File: config.mk
export PLATFORM = sky130hd
export DESIGN_NAME = src_arbiter
export DESIGN_NICKNAME = d
export VERILOG_FILES = /design/src/rtl/src_arbiter_pkg.sv /design/src/rtl/src_arbiter_rr.sv /design/src/rtl/src_arbiter.sv
export SDC_FILE = /design/constraint.sdc
export NUM_CORES = 1
export LEC_CHECK = 0
export BUFFER_PORTS_ARGS = -buffer_cell sky130_fd_sc_hd__buf_2
export CAP_MARGIN = 10
export CELL_PAD_IN_SITES_DETAIL_PLACEMENT = 1
export CELL_PAD_IN_SITES_GLOBAL_PLACEMENT = 2
export CORE_UTILIZATION = 31
export DETAILED_ROUTE_END_ITERATION = 8
export GPL_TIMING_DRIVEN = 0
export PLACE_DENSITY = 0.85
export SETUP_SLACK_MARGIN = 0.1
export SYNTH_ARGS = -nofsm -noshare
export SYNTH_HDL_FRONTEND = slang
export SYNTH_SLANG_ARGS = --single-unit
File: constraint.sdc
create_clock -name clk_in -period 2.53 [get_ports clk_in]
set_input_delay 0.506 -clock clk_in [delete_from_list [all_inputs] [get_ports clk_in]]
set_output_delay 0.506 -clock clk_in [all_outputs]
set_load 0.03 [all_outputs]
File: src/rtl/src_arbiter_pkg.sv
// Shared constants for the sample-stream arbiter.
// Holds the config endpoint addresses that the arbiter decodes on the shared
// wr_en/wr_addr/wr_chan/wr_data bus. wr_chan selects the requester.
package src_arbiter_pkg;

  // Per-requester enable: en[wr_chan] <= wr_data[0]; writing 0 also flushes the hold.
  localparam logic [15:0] src_arb_en_addr      = 16'h0040;
  // Per-requester sticky overflow clear: ovf[wr_chan] <= 0.
  localparam logic [15:0] src_arb_ovf_clr_addr = 16'h0041;

endpackage

File: src/rtl/src_arbiter_rr.sv
// Combinational round-robin pick.
// Grants the first asserted request strictly after ptr_i, wrapping NReq-1 -> 0.
// Ports:
//   req_i   - request vector
//   ptr_i   - index of the last grant (search starts one past it)
//   gnt_o   - one-hot grant
//   idx_o   - grant index (0 when nothing is granted)
//   valid_o - a grant was made
module src_arbiter_rr #(
  parameter int unsigned NReq = 4,
  parameter int unsigned WIdx = 2
) (
  input  logic [NReq-1:0] req_i,
  input  logic [WIdx-1:0] ptr_i,
  output logic [NReq-1:0] gnt_o,
  output logic [WIdx-1:0] idx_o,
  output logic            valid_o
);

  int unsigned     cand;
  logic [WIdx-1:0] cand_idx;

  always_comb begin
    gnt_o    = '0;
    idx_o    = '0;
    valid_o  = 1'b0;
    cand     = 0;
    cand_idx = '0;
    // Offsets 1..NReq, so the last granted requester is considered last.
    for (int unsigned i = 1; i <= NReq; i++) begin
      cand     = (32'(ptr_i) + i) % NReq;
      cand_idx = WIdx'(cand);
      if (!valid_o && req_i[cand_idx]) begin
        valid_o = 1'b1;
        idx_o   = cand_idx;
      end
    end
    if (valid_o) begin
      gnt_o[idx_o] = 1'b1;
    end
  end

endmodule

File: src/rtl/src_arbiter.sv
// Round-robin merge of N_REQ sample streams into one dv/src/data stream.
// Each requester has a one-deep holding register, an enable and a sticky
// overflow flag, all configured through the shared config write bus.
// Ports:
//   clk_in, rst_n_in        - clock, asynchronous active-low reset
//   req_dv_in/src/data      - per-requester sample strobe, packed ids and samples
//   ready_in                - downstream can take a word this cycle
//   wr_en/addr/chan/data    - config write bus (chan = requester index)
//   dv_out/src_out/data_out - registered merged sample (dv one cycle per grant)
//   grant_out               - requester that produced the current output
//   ovf_out                 - sticky overflow flags
module src_arbiter
  import src_arbiter_pkg::*;
#(
  parameter int unsigned N_REQ     = 4,
  parameter int unsigned W_REQ     = $clog2(N_REQ),
  parameter int unsigned W_SRC     = 5,
  parameter int unsigned W_DATA    = 18,
  parameter int unsigned W_WR_ADDR = 16,
  parameter int unsigned W_WR_CHAN = 16,
  parameter int unsigned W_WR_DATA = 48
) (
  input  logic                    clk_in,
  input  logic                    rst_n_in,
  input  logic [N_REQ-1:0]        req_dv_in,
  input  logic [N_REQ*W_SRC-1:0]  req_src_in,
  input  logic [N_REQ*W_DATA-1:0] req_data_in,
  input  logic                    ready_in,
  input  logic                    wr_en,
  input  logic [W_WR_ADDR-1:0]    wr_addr,
  input  logic [W_WR_CHAN-1:0]    wr_chan,
  input  logic [W_WR_DATA-1:0]    wr_data,
  output logic                    dv_out,
  output logic [W_SRC-1:0]        src_out,
  output logic [W_DATA-1:0]       data_out,
  output logic [W_REQ-1:0]        grant_out,
  output logic [N_REQ-1:0]        ovf_out
);

  logic [N_REQ-1:0]             hold_vld_q, hold_vld_d;
  logic [N_REQ-1:0][W_SRC-1:0]  hold_src_q, hold_src_d;
  logic [N_REQ-1:0][W_DATA-1:0] hold_data_q, hold_data_d;
  logic [N_REQ-1:0]             en_q, en_d;
  logic [N_REQ-1:0]             ovf_q, ovf_d;
  logic [W_REQ-1:0]             ptr_q, ptr_d;
  logic                         dv_q, dv_d;
  logic [W_SRC-1:0]             src_q, src_d;
  logic [W_DATA-1:0]            data_q, data_d;
  logic [W_REQ-1:0]             grant_q, grant_d;

  logic                         chan_ok;
  logic [W_REQ-1:0]             chan_idx;
  logic                         en_wr, clr_wr;
  logic [N_REQ-1:0]             arb_req, arb_gnt;
  logic [W_REQ-1:0]             arb_idx;
  logic                         arb_valid;
  logic                         unused_wr_data;

  // Only bit 0 of the config data is meaningful here.
  assign unused_wr_data = ^wr_data[W_WR_DATA-1:1];

  // Full-width check so out-of-range channels never alias onto a requester.
  assign chan_ok  = wr_chan < W_WR_CHAN'(N_REQ);
  assign chan_idx = wr_chan[W_REQ-1:0];
  assign en_wr    = wr_en & chan_ok & (wr_addr == W_WR_ADDR'(src_arb_en_addr));
  assign clr_wr   = wr_en & chan_ok & (wr_addr == W_WR_ADDR'(src_arb_ovf_clr_addr));

  // A stall freezes holds and pointer by presenting no requests at all.
  assign arb_req = hold_vld_q & {N_REQ{ready_in}};

  src_arbiter_rr #(
    .NReq (N_REQ),
    .WIdx (W_REQ)
  ) u_rr (
    .req_i   (arb_req),
    .ptr_i   (ptr_q),
    .gnt_o   (arb_gnt),
    .idx_o   (arb_idx),
    .valid_o (arb_valid)
  );

  always_comb begin
    hold_vld_d  = hold_vld_q;
    hold_src_d  = hold_src_q;
    hold_data_d = hold_data_q;
    en_d        = en_q;
    ovf_d       = ovf_q;
    for (int unsigned k = 0; k < N_REQ; k++) begin
      if (en_wr && chan_idx == W_REQ'(k)) begin
        en_d[k] = wr_data[0];
      end
      if (arb_gnt[k]) begin
        hold_vld_d[k] = 1'b0;
      end
      if (clr_wr && chan_idx == W_REQ'(k)) begin
        ovf_d[k] = 1'b0;
      end
      // Capture uses the enable as it stood before this edge's write.
      if (req_dv_in[k] && en_q[k]) begin
        if (!hold_vld_q[k] || arb_gnt[k]) begin
          hold_vld_d[k]  = 1'b1;
          hold_src_d[k]  = req_src_in[k*W_SRC +: W_SRC];
          hold_data_d[k] = req_data_in[k*W_DATA +: W_DATA];
        end else begin
          ovf_d[k] = 1'b1;  // overrides a coincident clear
        end
      end
      // Disabling flushes the hold; a grant on this edge still goes out.
      if (en_wr && chan_idx == W_REQ'(k) && !wr_data[0]) begin
        hold_vld_d[k] = 1'b0;
      end
    end
  end

  always_comb begin
    dv_d    = arb_valid;
    src_d   = src_q;
    data_d  = data_q;
    grant_d = grant_q;
    ptr_d   = ptr_q;
    if (arb_valid) begin
      src_d   = hold_src_q[arb_idx];
      data_d  = hold_data_q[arb_idx];
      grant_d = arb_idx;
      ptr_d   = arb_idx;
    end
  end

  always_ff @(posedge clk_in or negedge rst_n_in) begin
    if (!rst_n_in) begin
      hold_vld_q  <= '0;
      hold_src_q  <= '0;
      hold_data_q <= '0;
      en_q        <= '0;
      ovf_q       <= '0;
      ptr_q       <= W_REQ'(N_REQ - 1);  // requester 0 wins first
      dv_q        <= 1'b0;
      src_q       <= '0;
      data_q      <= '0;
      grant_q     <= '0;
    end else begin
      hold_vld_q  <= hold_vld_d;
      hold_src_q  <= hold_src_d;
      hold_data_q <= hold_data_d;
      en_q        <= en_d;
      ovf_q       <= ovf_d;
      ptr_q       <= ptr_d;
      dv_q        <= dv_d;
      src_q       <= src_d;
      data_q      <= data_d;
      grant_q     <= grant_d;
    end
  end

  assign dv_out    = dv_q;
  assign src_out   = src_q;
  assign data_out  = data_q;
  assign grant_out = grant_q;
  assign ovf_out   = ovf_q;

endmodule

==> impl_results.md <==
* Core Area at 0.0211 mm2
* Deepest clock path buffer count at 2
* Row count at 53
* Ports at 210
* CP bufs+invs at 5
* Most Crowded Layer GR: met2
* Vias per cell at 5.21
* Overall Global Routing Usage at 21.3%
* Crit start category: flop
* M1 GR Usage at 28.2%
* Antenna-violating nets left at 0
* Hold Path Class: input pin to async pin
* RSZ-0062 raised after global routing: true
* Met2 Use GR at 35.2%
* Antenna violations before repair at 0
* Lkg Pwr at 4.43 nW
* Clk_skew at 7.70 ps
* DRC Markers at 0
* Hpwl dp at 15.9 mm
* Cells after Synth at 647
* Share of the synthesized area in the top cell type at 48.6%
* Endpoints failing hold at 0
* Sequential share of the synthesized area at 49.3%
* Failing checks: negative setup slack
* IO Port Bufs at 162
* Max stage delay on crit path at 570 ps
* Nets at 1046
* Antenna diodes at 0
* Worst vdd ir at 0.339 mV
* Final setup violation count at 41
* Reg2reg setup slack at -50 ps
* Worst Max-Slew Pin Slew at 1080 ps
* Post-synthesis register bit count at 132
* CTS root buffer: clkbuf_16
* First-pass DRT Iterations at 4
* EDFF count, synth at 0
* CTS sink cnt at 132
* Worst reg2reg path endpoint: hold_data_q[71]
* Yosys warnings at 0
* WP data required at 2840 ps
* Max Fanout on Critical Path at 6
* Global-route wire length before repair at 35.4 mm
* Area occupied by multi-input gates at 0.00394 mm2
* Number of buffers created by CTS at 17
* TritonCTS clock tree: yes
* Final-layout fill cell count at 2313
* Layout cells sized above 1 at 47.6%
* RePlAce Congestion at 0.786
* Synth top area cells: dfrtp_1 49%, nand2_1 12%, o22ai_2 7.7%
* Total wire length at 25.4 mm
* Worst slew margin at 27.4%
* Syn_nets at 827
* Final Cycle Share at 102%
* Asr flop ratio synth at 100%
* Pin count of the biggest net entering global routing at 90
* M3 GR Usage at 4.19%
* Final design utilization at 48.0%
* Distinct cell type count after synthesis at 47
* Most used DFF post-synth: dfrtp_1
* CP dominant cell by count: buf_6
* Crit path kind: flop to flop
* Delay-heaviest family, CP: buffers and inverters
* Register cell area after layout at 0.00331 mm2
* Status: finished, violations left
* P&R area growth vs syn at 51.2%
* Max_cap viols at 0
* Die width at 149 um
* Most numerous cell in the Yosys netlist: nand2_1
* Routed len/inst at 22.0 um
* Post-synthesis cell area at 0.00670 mm2
* Crit path DAT at 2890 ps
* Post-synth top area cell: dfrtp_1
* Top post-synthesis cells by count: 215 x nand2_1, 130 x dfrtp_1, 56 x o22ai_1
* Vias at 6015
* Worst-skew pair later-pin latency at 430 ps
* Number of global-route vias before repair at 6129
* F_max at 387 MHz
* Crit path max-delay cell type: dfstp_2
* Die height at 149 um
* H-tree depth at 4
* DR iter-0 viols at 241
* Clock-pin slew on the worst setup and hold paths at 60 ps
* CTS Hold Bufs at 0
* Cell Chain, Critical Path: buf_8, mux2i_4, buf_6, o22a_1, a21oi_4, o22a_4, buf_8, nor3b_4, buf_6, buf_6, o22ai_1
* Minimum clock period at 2580 ps
* Setup ws final at -51.1 ps
* Effective utilization at floorplan at 31.8%
* Reg2reg start: ptr_q[0]
* Power Density at 505 mW/mm2
* Die area at 0.0222 mm2
* Worst Reg-to-Reg Cells at 11
* Mapped Avg Cell Area at 10.4 um2
* Gr ovfl total at 0
* Max-slew violation count at 0
* Total power at 0.00511 W
* CP Capture Type: flop
## how the worst max path moves through the flow
stage                                 end  cells after the start  slack, ps     start
after global placement    hold_data_q[45]                      1      -1010  rst_n_in
after CTS                      src_out[3]                      9         60  ptr_q[0]
final                     hold_data_q[71]                     11        -50  ptr_q[0]
after detailed placement       src_out[2]                      9       -270  ptr_q[0]
after floorplan              data_out[10]                      9        220  ptr_q[0]
after global routing      hold_data_q[68]                     11       -110  ptr_q[0]
## metrics by stage
step | instance area (um2) | TNS, ps | std cells | worst slack, ps | hold slack (ps)
2_1_floorplan | 6700 | 0 | 647 | 217 | 210
3_3_place_gp | 7860 | -138790 | 1084 | -1010 | 474
3_5_place_dp | 7890 | -14500 | 1085 | -274 | 473
4_1_cts | 9170 | 0 | 1135 | 60.1 | 21.3
5_1_grt | 10100 | -6040 | 1154 | -106 | 40.0
6_report | 10100 | -942 | 1154 | -51.1 | 16.3
## layout by cell type, fill, tap and decap left out, types with 4 or more instances in the layout
cell       Yosys  routed
nand2_1      215     214
o221ai_2       0       6
nor2_1         5       5
mux2i_4        0      28
o22ai_2       41      66
clkbuf_16      0      22
bufinv_16      0       5
o221ai_1      23      17
buf_2          7     161
buf_8          0      10
mux2_2         6       4
mux2i_1       50      12
buf_12         5      17
dfrtp_1      130     129
nor4_1         6       6
clkbuf_1      25      22
buf_4          4      19
o22ai_1       56      10
buf_6         11      13
o22ai_4        0      21
and2_1         5       5
nand2b_1       6       6
mux2i_2        0      10
## metal layers
metal,vias up,wire [um]
li1,2782,-
met1,3070,10800
met2,137,13100
met3,26,1060
met4,0,416
met5,-,0
## timing repair
| action | CTS | global route |
|---|---|---|
| setup buffers | 16 | 13 |
| endpoints found under the setup margin | 122 | 123 |
| cloned | 2 | 6 |
| pin swaps | 14 | 23 |
| hold endpoints to repair | 0 | 0 |
| resized for setup | 93 | 125 |
## logic make-up (layout without fill, tap and decap cells)
logic type,count (synthesis),after routing,synth area share [%]
buf+inv,53,285,5.77
mux,56,56,8.48
simple gates,258,258,16.5
compound gates,148,148,19.9
flops,132,132,49.3
## area by class of cell
type	instances	share of cell area, %
Clock inverter	12	2.01
Timing Repair Buffer	200	13.1
Inverter	1	0.0371
Buffer	52	5.53
Sequential cell	132	32.6
Multi-Input combinational cell	462	38.9
Clock buffer	20	4.41
Tap cell	275	3.40
## registers in the layout, summed over array words and instances (netlist names)
| signal | flops |
|---|---|
| data_out | 18 |
| dv_out | 1 |
| en_q | 4 |
| ovf_out | 4 |
| hold_src_q | 20 |
| src_out | 5 |
| hold_vld_q | 4 |
| hold_data_q | 72 |
| grant_out | 2 |
| ptr_q | 2 |
## power breakdown
part           internal, W  switching [W]  total [W]
registers          0.00212     0.00000502    0.00212
logic             0.000105       0.000116   0.000221
clock network      0.00178       0.000994    0.00277
total              0.00400        0.00111    0.00511
Power figures use the tool's default switching activity.
